[src/rtl/serial_and_pkg.sv]
// Shared types and sizing helpers for the serial AND receiver.
// Optional feature macro: SERIAL_AND_RX_PARITY_EN (adds one even-parity bit per lane).
package serial_and_pkg;

    typedef enum logic [1:0] {
        IDLE  = 2'd0,
        SHIFT = 2'd1,
        DONE  = 2'd2
    } state_t;

    // Bit-counter width able to hold 0..w, clog2(w+1).
    function automatic int unsigned cnt_w(input int unsigned w);
        return $clog2(w + 1);
    endfunction

    localparam int unsigned DEFAULT_WIDTH = 2;
    localparam int unsigned CNT_W         = cnt_w(DEFAULT_WIDTH);

endpackage

[src/rtl/serial_and_rx_if.sv]
// Serial operand bus for serial_and_rx: frame control, two serial lanes and the result.
// With SERIAL_AND_RX_PARITY_EN defined the bus also carries PAR_ERR.
interface serial_and_rx_if #(
    parameter int WIDTH = 2
);
    logic             START;
    logic             BIT_VALID;
    logic             I0_S;
    logic             I1_S;
    logic [WIDTH-1:0] O;
    logic             O_VALID;
    logic             BUSY;
`ifdef SERIAL_AND_RX_PARITY_EN
    logic             PAR_ERR;

    modport master (
        output START, BIT_VALID, I0_S, I1_S,
        input  O, O_VALID, BUSY, PAR_ERR
    );

    modport slave (
        input  START, BIT_VALID, I0_S, I1_S,
        output O, O_VALID, BUSY, PAR_ERR
    );
`else
    modport master (
        output START, BIT_VALID, I0_S, I1_S,
        input  O, O_VALID, BUSY
    );

    modport slave (
        input  START, BIT_VALID, I0_S, I1_S,
        output O, O_VALID, BUSY
    );
`endif
endinterface

[src/rtl/serial_and_rx_sipo.sv]
// sipo_reg: one lane deserializer; writes the serial bit into the position given by the index.
module sipo_reg
    import serial_and_pkg::*;
#(
    parameter int WIDTH = 2
) (
    input  logic                      CLK,
    input  logic                      RESET,
    input  logic                      load_en_i,
    input  logic [cnt_w(WIDTH)-1:0]   idx_i,
    input  logic                      bit_i,
    output logic [WIDTH-1:0]          q_o
);

    localparam int unsigned IW = cnt_w(WIDTH);

    logic [WIDTH-1:0] q_q, q_d;

    // Positional write; indices past WIDTH-1 (parity slot) leave the data untouched.
    always_comb begin
        q_d = q_q;
        if (load_en_i) begin
            for (int unsigned i = 0; i < WIDTH; i++) begin
                if (idx_i == IW'(i)) q_d[i] = bit_i;
            end
        end
    end

    // Data register with synchronous clear.
    always_ff @(posedge CLK) begin
        if (RESET) q_q <= '0;
        else       q_q <= q_d;
    end

    assign q_o = q_q;

endmodule

[src/rtl/serial_and_rx.sv]
// serial_and_rx: deserializes two LSB-first lanes and presents their bitwise AND.
// Optional macro SERIAL_AND_RX_PARITY_EN: one trailing even-parity bit per lane and PAR_ERR.
module serial_and_rx
    import serial_and_pkg::*;
#(
    parameter int WIDTH = 2
) (
    input  logic            CLK,
    input  logic            RESET,
    serial_and_rx_if.slave  bus
);

    localparam int unsigned CW = cnt_w(WIDTH);
`ifdef SERIAL_AND_RX_PARITY_EN
    localparam int unsigned FRAME_LEN = WIDTH + 1;
`else
    localparam int unsigned FRAME_LEN = WIDTH;
`endif

    state_t           state_q, state_d;
    logic [CW-1:0]    cnt_q, cnt_d;
    logic [WIDTH-1:0] o_q, o_d;
    logic [WIDTH-1:0] sr0, sr1;
    logic             load_en;
    logic [CW-1:0]    idx;
    logic             start_frame;
    logic             o_valid;
`ifdef SERIAL_AND_RX_PARITY_EN
    logic             p0_q, p1_q;
    logic             par_bad;
    logic             par_err;
`endif

    sipo_reg #(.WIDTH(WIDTH)) u_sipo0 (
        .CLK       (CLK),
        .RESET     (RESET),
        .load_en_i (load_en),
        .idx_i     (idx),
        .bit_i     (bus.I0_S),
        .q_o       (sr0)
    );

    sipo_reg #(.WIDTH(WIDTH)) u_sipo1 (
        .CLK       (CLK),
        .RESET     (RESET),
        .load_en_i (load_en),
        .idx_i     (idx),
        .bit_i     (bus.I1_S),
        .q_o       (sr1)
    );

    assign start_frame = bus.START & bus.BIT_VALID;

`ifdef SERIAL_AND_RX_PARITY_EN
    // Even parity over data plus parity bit must come out zero on both lanes.
    assign par_bad = (^sr0 ^ p0_q) | (^sr1 ^ p1_q);
`endif

    // Next-state, capture control and result selection.
    always_comb begin
        state_d = state_q;
        cnt_d   = cnt_q;
        load_en = 1'b0;
        idx     = '0;
        o_d     = o_q;
        o_valid = 1'b0;
`ifdef SERIAL_AND_RX_PARITY_EN
        par_err = 1'b0;
`endif
        case (state_q)
            IDLE, DONE: begin
                if (state_q == DONE) begin
`ifdef SERIAL_AND_RX_PARITY_EN
                    if (par_bad) begin
                        par_err = 1'b1;
                    end else begin
                        o_valid = 1'b1;
                        o_d     = sr0 & sr1;
                    end
`else
                    o_valid = 1'b1;
                    o_d     = sr0 & sr1;
`endif
                end
                state_d = IDLE;
                cnt_d   = '0;
                // DONE also accepts a new START so frames can run back to back.
                if (start_frame) begin
                    load_en = 1'b1;
                    cnt_d   = CW'(1);
                    state_d = (FRAME_LEN == 1) ? DONE : SHIFT;
                end
            end
            SHIFT: begin
                if (start_frame) begin
                    load_en = 1'b1;
                    cnt_d   = CW'(1);
                    state_d = SHIFT;
                end else if (bus.BIT_VALID) begin
                    load_en = 1'b1;
                    idx     = cnt_q;
                    cnt_d   = cnt_q + CW'(1);
                    if (cnt_q == CW'(FRAME_LEN - 1)) state_d = DONE;
                end
            end
            default: begin
                state_d = IDLE;
                cnt_d   = '0;
            end
        endcase
    end

    // State, counter and held result registers.
    always_ff @(posedge CLK) begin
        if (RESET) begin
            state_q <= IDLE;
            cnt_q   <= '0;
            o_q     <= '0;
        end else begin
            state_q <= state_d;
            cnt_q   <= cnt_d;
            o_q     <= o_d;
        end
    end

`ifdef SERIAL_AND_RX_PARITY_EN
    // Parity bits occupy index WIDTH of each frame.
    always_ff @(posedge CLK) begin
        if (RESET) begin
            p0_q <= 1'b0;
            p1_q <= 1'b0;
        end else if (load_en && idx == CW'(WIDTH)) begin
            p0_q <= bus.I0_S;
            p1_q <= bus.I1_S;
        end
    end

    assign bus.PAR_ERR = par_err;
`endif

    assign bus.O       = o_d;
    assign bus.O_VALID = o_valid;
    assign bus.BUSY    = (state_q == SHIFT);

endmodule

[src/flat_wrapper.sv]
// flat-port wrapper written by rule: the top's interface ports become plain ports
module serial_and_rx_flat import serial_and_pkg::*;
#(
    parameter int WIDTH = 2
)
  (CLK, RESET, bus_START, bus_BIT_VALID, bus_I0_S, bus_I1_S, bus_O, bus_O_VALID, bus_BUSY);
  serial_and_rx_if #(.WIDTH(WIDTH)) bus_i ();
  input  logic CLK;
  input  logic RESET;
  input wire logic [$bits(bus_i.START)-1:0] bus_START;
  input wire logic [$bits(bus_i.BIT_VALID)-1:0] bus_BIT_VALID;
  input wire logic [$bits(bus_i.I0_S)-1:0] bus_I0_S;
  input wire logic [$bits(bus_i.I1_S)-1:0] bus_I1_S;
  output wire logic [$bits(bus_i.O)-1:0] bus_O;
  output wire logic [$bits(bus_i.O_VALID)-1:0] bus_O_VALID;
  output wire logic [$bits(bus_i.BUSY)-1:0] bus_BUSY;
  assign bus_i.START = bus_START;
  assign bus_i.BIT_VALID = bus_BIT_VALID;
  assign bus_i.I0_S = bus_I0_S;
  assign bus_i.I1_S = bus_I1_S;
  assign bus_O = bus_i.O;
  assign bus_O_VALID = bus_i.O_VALID;
  assign bus_BUSY = bus_i.BUSY;
  serial_and_rx #(.WIDTH(WIDTH)) u_core (.CLK(CLK), .RESET(RESET), .bus(bus_i));
endmodule
[config.mk]
export PLATFORM = sky130hd
export DESIGN_NAME = serial_and_rx_flat
export DESIGN_NICKNAME = d
export VERILOG_FILES = /design/src/rtl/serial_and_pkg.sv /design/src/rtl/serial_and_rx_if.sv /design/src/rtl/serial_and_rx_sipo.sv /design/src/rtl/serial_and_rx.sv /design/src/flat_wrapper.sv
export SDC_FILE = /design/constraint.sdc
export NUM_CORES = 1
export LEC_CHECK = 0
export ABC_AREA = 1
export BUFFER_PORTS_ARGS = -buffer_cell sky130_fd_sc_hd__buf_2
export CORE_AREA = 2 2 39 41
export DETAILED_ROUTE_END_ITERATION = 7
export DIE_AREA = 0 0 41 43
export PLACE_DENSITY = 0.7
export SLEW_MARGIN = 20
export SYNTH_ARGS = -nofsm -noshare
export SYNTH_HDL_FRONTEND = slang
export SYNTH_HIERARCHICAL = 1
export SYNTH_SLANG_ARGS = --single-unit
[constraint.sdc]
create_clock -name CLK -period 1.83 [get_ports CLK]
set_input_delay 0 -clock CLK [delete_from_list [all_inputs] [get_ports CLK]]
set_output_delay 0 -clock CLK [all_outputs]
set_load 0.01 [all_outputs]
==> summary by stage <==
STA
Clock skew on the completed layout was measured at 0.00182 ns. The number of failing setup endpoints in the final timing report is 0. The final number of hold-violating endpoints came to 0.

Of the available clock period, the critical path in the final layout requires 82.3%. After routing, the total negative slack on setup checks comes to 0 ns. For the pin with the worst max-slew slack, the measured transition is roughly 0.56 ns. The headroom to the max-slew limit is 62.9%.

Setup repair after global routing left no endpoint under its margin. The maximum achievable frequency is 664 MHz. The smallest clock period supported by the final layout is computed as 1.51 ns. The number of slew-limit violations in the final report was 0.

Clocking
The maximum buffer depth of the clock tree is 2. The number of buffers added for setup after CTS is 0. In this run, post-CTS hold repair placed 3 buffers. The cell chosen for the clock root is clkbuf_4. TritonCTS built the clock tree. After clock tree synthesis, the clock-pin slew on the worst setup and hold paths is 0.07 ns.

The H-tree depth is 1. The clock latency of the later-clocked register in the worst-skew pair is 0.27 ns. The number of gates resized after CTS was 0. The total clock sinks is 10. Clock tree synthesis inserted a total of 3 buffers.

Placed design
The final estimated routing congestion in global placement is 0.841. The count of buffers inserted at the top-level ports is 9. After detailed placement, the design holds a cell count of ~110.

Once detailed placement completed, the half-perimeter wirelength came to between 700 and 800 um.

Worst hold path
The startpoint of the tightest hold check path is bus_BIT_VALID. The worst hold path belongs to the class in -> reg. The cell count of the worst hold path is 3.

The endpoint of the worst hold path is u_core/cnt_q[1].

Synth
Ranked by instance count, the synthesized netlist is headed by nor2_1 (18), inv_1 (17), nand2_1 (17), dfxtp_1 (10), nand3_1 (7). By instance count, the leading cell after synthesis is nor2_1. The share of the synthesized area in the top cell type is 38.7%.

The post-synthesis cell type count is 12. The register area share after synthesis is 38.7%. By area the synthesized netlist is led by dfxtp_1 (39%), nor2_1 (13%), inv_1 (12%), nand2_1 (12%), nand3_1 (6.8%). The warning count from the yosys run is 6. The synthesized design spends more area on one cell type than any other, namely dfxtp_1. The number of cells produced by synthesis is 81. The number of nets produced by synthesis is roughly 90. The flip-flop cell with the highest count after synthesis is dfxtp_1. The number of synthesized flops with an enable pin is 0.

The average cell area after synthesis is between 6 and 7 sq um. Counting flops with an async set or reset pin after synthesis yields a share of 0%. The post-synth design cell area is approximately 520 sq um.

The synthesized design contains 10 register bits.

Critical path
The number of buffers and inverters on the critical path is 2. The worst register-to-register path begins at u_core/state_q[0]. In this run the number of cells on the critical path is 9. The critical path start-end classification is reg -> reg. The highest cell delay on the worst timing path is 0.39 ns. The kind of end point of the critical path is a flip-flop. The depth of the worst register-to-register path is 9. STA classifies the critical path startpoint as a flip-flop.

The worst register-to-register path has a setup slack of 0.32 ns. The critical path data arrival time is roughly 1.7 ns. Of all nets on the critical path, the largest fanout is 5. The dominant cell type by count on the critical path is nor2_1. The worst endpoint required time is 1.99 ns. The critical register-to-register path endpoint is u_core/u_sipo0/q_o[0]. The kind of cell with the highest combined delay along the critical path is simple AND/OR/NAND/NOR gates. The signal on the critical path passes through inv_1, nor2_4, nand2_1, inv_1, nand2_1, nor2_1, nor2_1, a21oi_1, nor2_1.

The standard cell with the maximum stage delay on the critical path is dfxtp_1.

Global routing
The number of antenna violations at the first check in global routing came to 0. The total grt overflow is 0. Entering global routing, the biggest net connects 8 pins.

The first-pass GRT wire length is 1650 um. The overall routing resource usage is between 10% and 20%. The via count of the first global-routing pass is 438.

Floorplanning
The core box area is 1380 sq um. The die covers 1760 sq um. The floorplan step set the die width to about 40 um.

The initialized floorplan defines 14 standard-cell rows. The die is approximately 43 um tall. During I/O placement, the number of pins put on the boundary was 10. The initial core utilization is 37.3%.

Cells and area
0 antenna diodes ended up in the layout. The filler-free cell count of the finished design is approximately 110. Relative to the synthesized area, the layout overhead comes to 25.4%. Of the cells placed in the final design, the portion with a size suffix greater than 1 is 16.5%. The count of nets after finishing is 105.

Detailed routing
The routed wire length on met2 is 457 um. The post-detailed-routing wire length is 985 um. The uppermost signal routing layer after detailed routing is met4. The detailed router finished its first iteration with 20 violations.

The via density per instance is 4.60. The detail route stage leaves a number of antenna-violating nets equal to 0. Detailed routing placed a total of 33 um of wire on met3.

The total via count after detailed routing is between 500 and 600. The detailed router put a total of 486 um of wire on met1. After detailed routing, the number of remaining DRC violations is 0. The average routed wire per standard cell is between 8 and 9 um.

The detailed-routing iteration count for the pre-antenna-repair pass is 4.

Outcome
The run finished with clean final reports.

Power and ir drop
The worst-case vdd ir drop is roughly 0.53 mV. The analysis attributes to cell leakage a power of 0.330 nW. Power spread over the standard cell area amounts to 779 nW/um^2.

Flow run
Across the run, the number of max-cap violations was 0.
[through the flow]
stage | power, mW | hold WS (ns) | setup WS (ns) | area, sq um | util, %
2_1_floorplan | 0.282 | 0.0691 | 0.472 | 517 | -
3_3_place_gp | 0.301 | 0.238 | 0.425 | 582 | 42.0
3_5_place_dp | 0.302 | 0.249 | 0.365 | 582 | 42.0
4_1_cts | 0.508 | 0.0412 | 0.359 | 648 | 46.8
5_1_grt | 0.535 | 0.0671 | 0.140 | 648 | 46.8
6_report | 0.505 | 0.0549 | 0.324 | 648 | 46.8
[kinds of logic after synthesis]
group | Yosys count | share of synthesized area, %
and+or+nand+nor | 46 | 39.5
buffers and inverters | 17 | 12.3
DFF | 10 | 38.7
AOI/OAI and AO/OA | 7 | 7.02
adders and majority gates | 1 | 2.42
[layer usage]
layer  GRT usage (%)  vias to the layer above
li1                -                      281
met1            16.4                      228
met2            21.6                        9
met3            4.71                        2
met4            6.00                        0
met5               0                        -
[state kept, by name, indices dropped and copies added (netlist names)]
register,cells
u_core/cnt_q,2
u_core/o_q,2
u_core/state_q,2
u_core/u_sipo0/q_o,2
u_core/u_sipo1/q_o,2
[worst min-delay path: cells and delay by family]
family	cells	cell delay, ns
buffers and inverters	1	0.13
and+or+nand+nor	1	0.09
AOI/OAI and AO/OA	1	0.06
[power by group]
group	leakage, nW	internal [mW]	total [mW]	switching (mW)
sequential	0.0815	0.228	0.236	0.00798
clock	0.0210	0.121	0.202	0.0809
combinational	0.228	0.0271	0.0676	0.0405
[worst max path at each step]
stage	start	endpoint	slack (ns)
after floorplan	u_core/state_q[0]	u_core/u_sipo0/q_o[0]	0.47
after global routing	u_core/state_q[0]	u_core/u_sipo1/q_o[1]	0.14
after CTS	u_core/state_q[0]	u_core/u_sipo0/q_o[0]	0.36
after detailed placement	u_core/state_q[0]	u_core/u_sipo0/q_o[0]	0.37
final	u_core/state_q[0]	u_core/u_sipo0/q_o[0]	0.32
after global placement	u_core/state_q[0]	u_core/u_sipo1/q_o[0]	0.43
[cell usage in the layout (no fill, tap or decap), drive strengths merged]
master,instances
nor2,19
inv,17
nand2,17
dfxtp,10
buf,9
nand3,9
a21oi,5
clkbuf,4
dlygate4sd3,3
o22ai,1
o21ai,1
nand4,1
ha,1
[layout make-up]
class	instances	area (sq um)
timing repair buffer	12	75.1
inverter	17	63.8
tap	16	20.0
sequential	10	200
fill	143	736
multi-input combinational	54	253
clock buffer	4	36.3
Note: power is estimated with default switching activity, not from simulation.
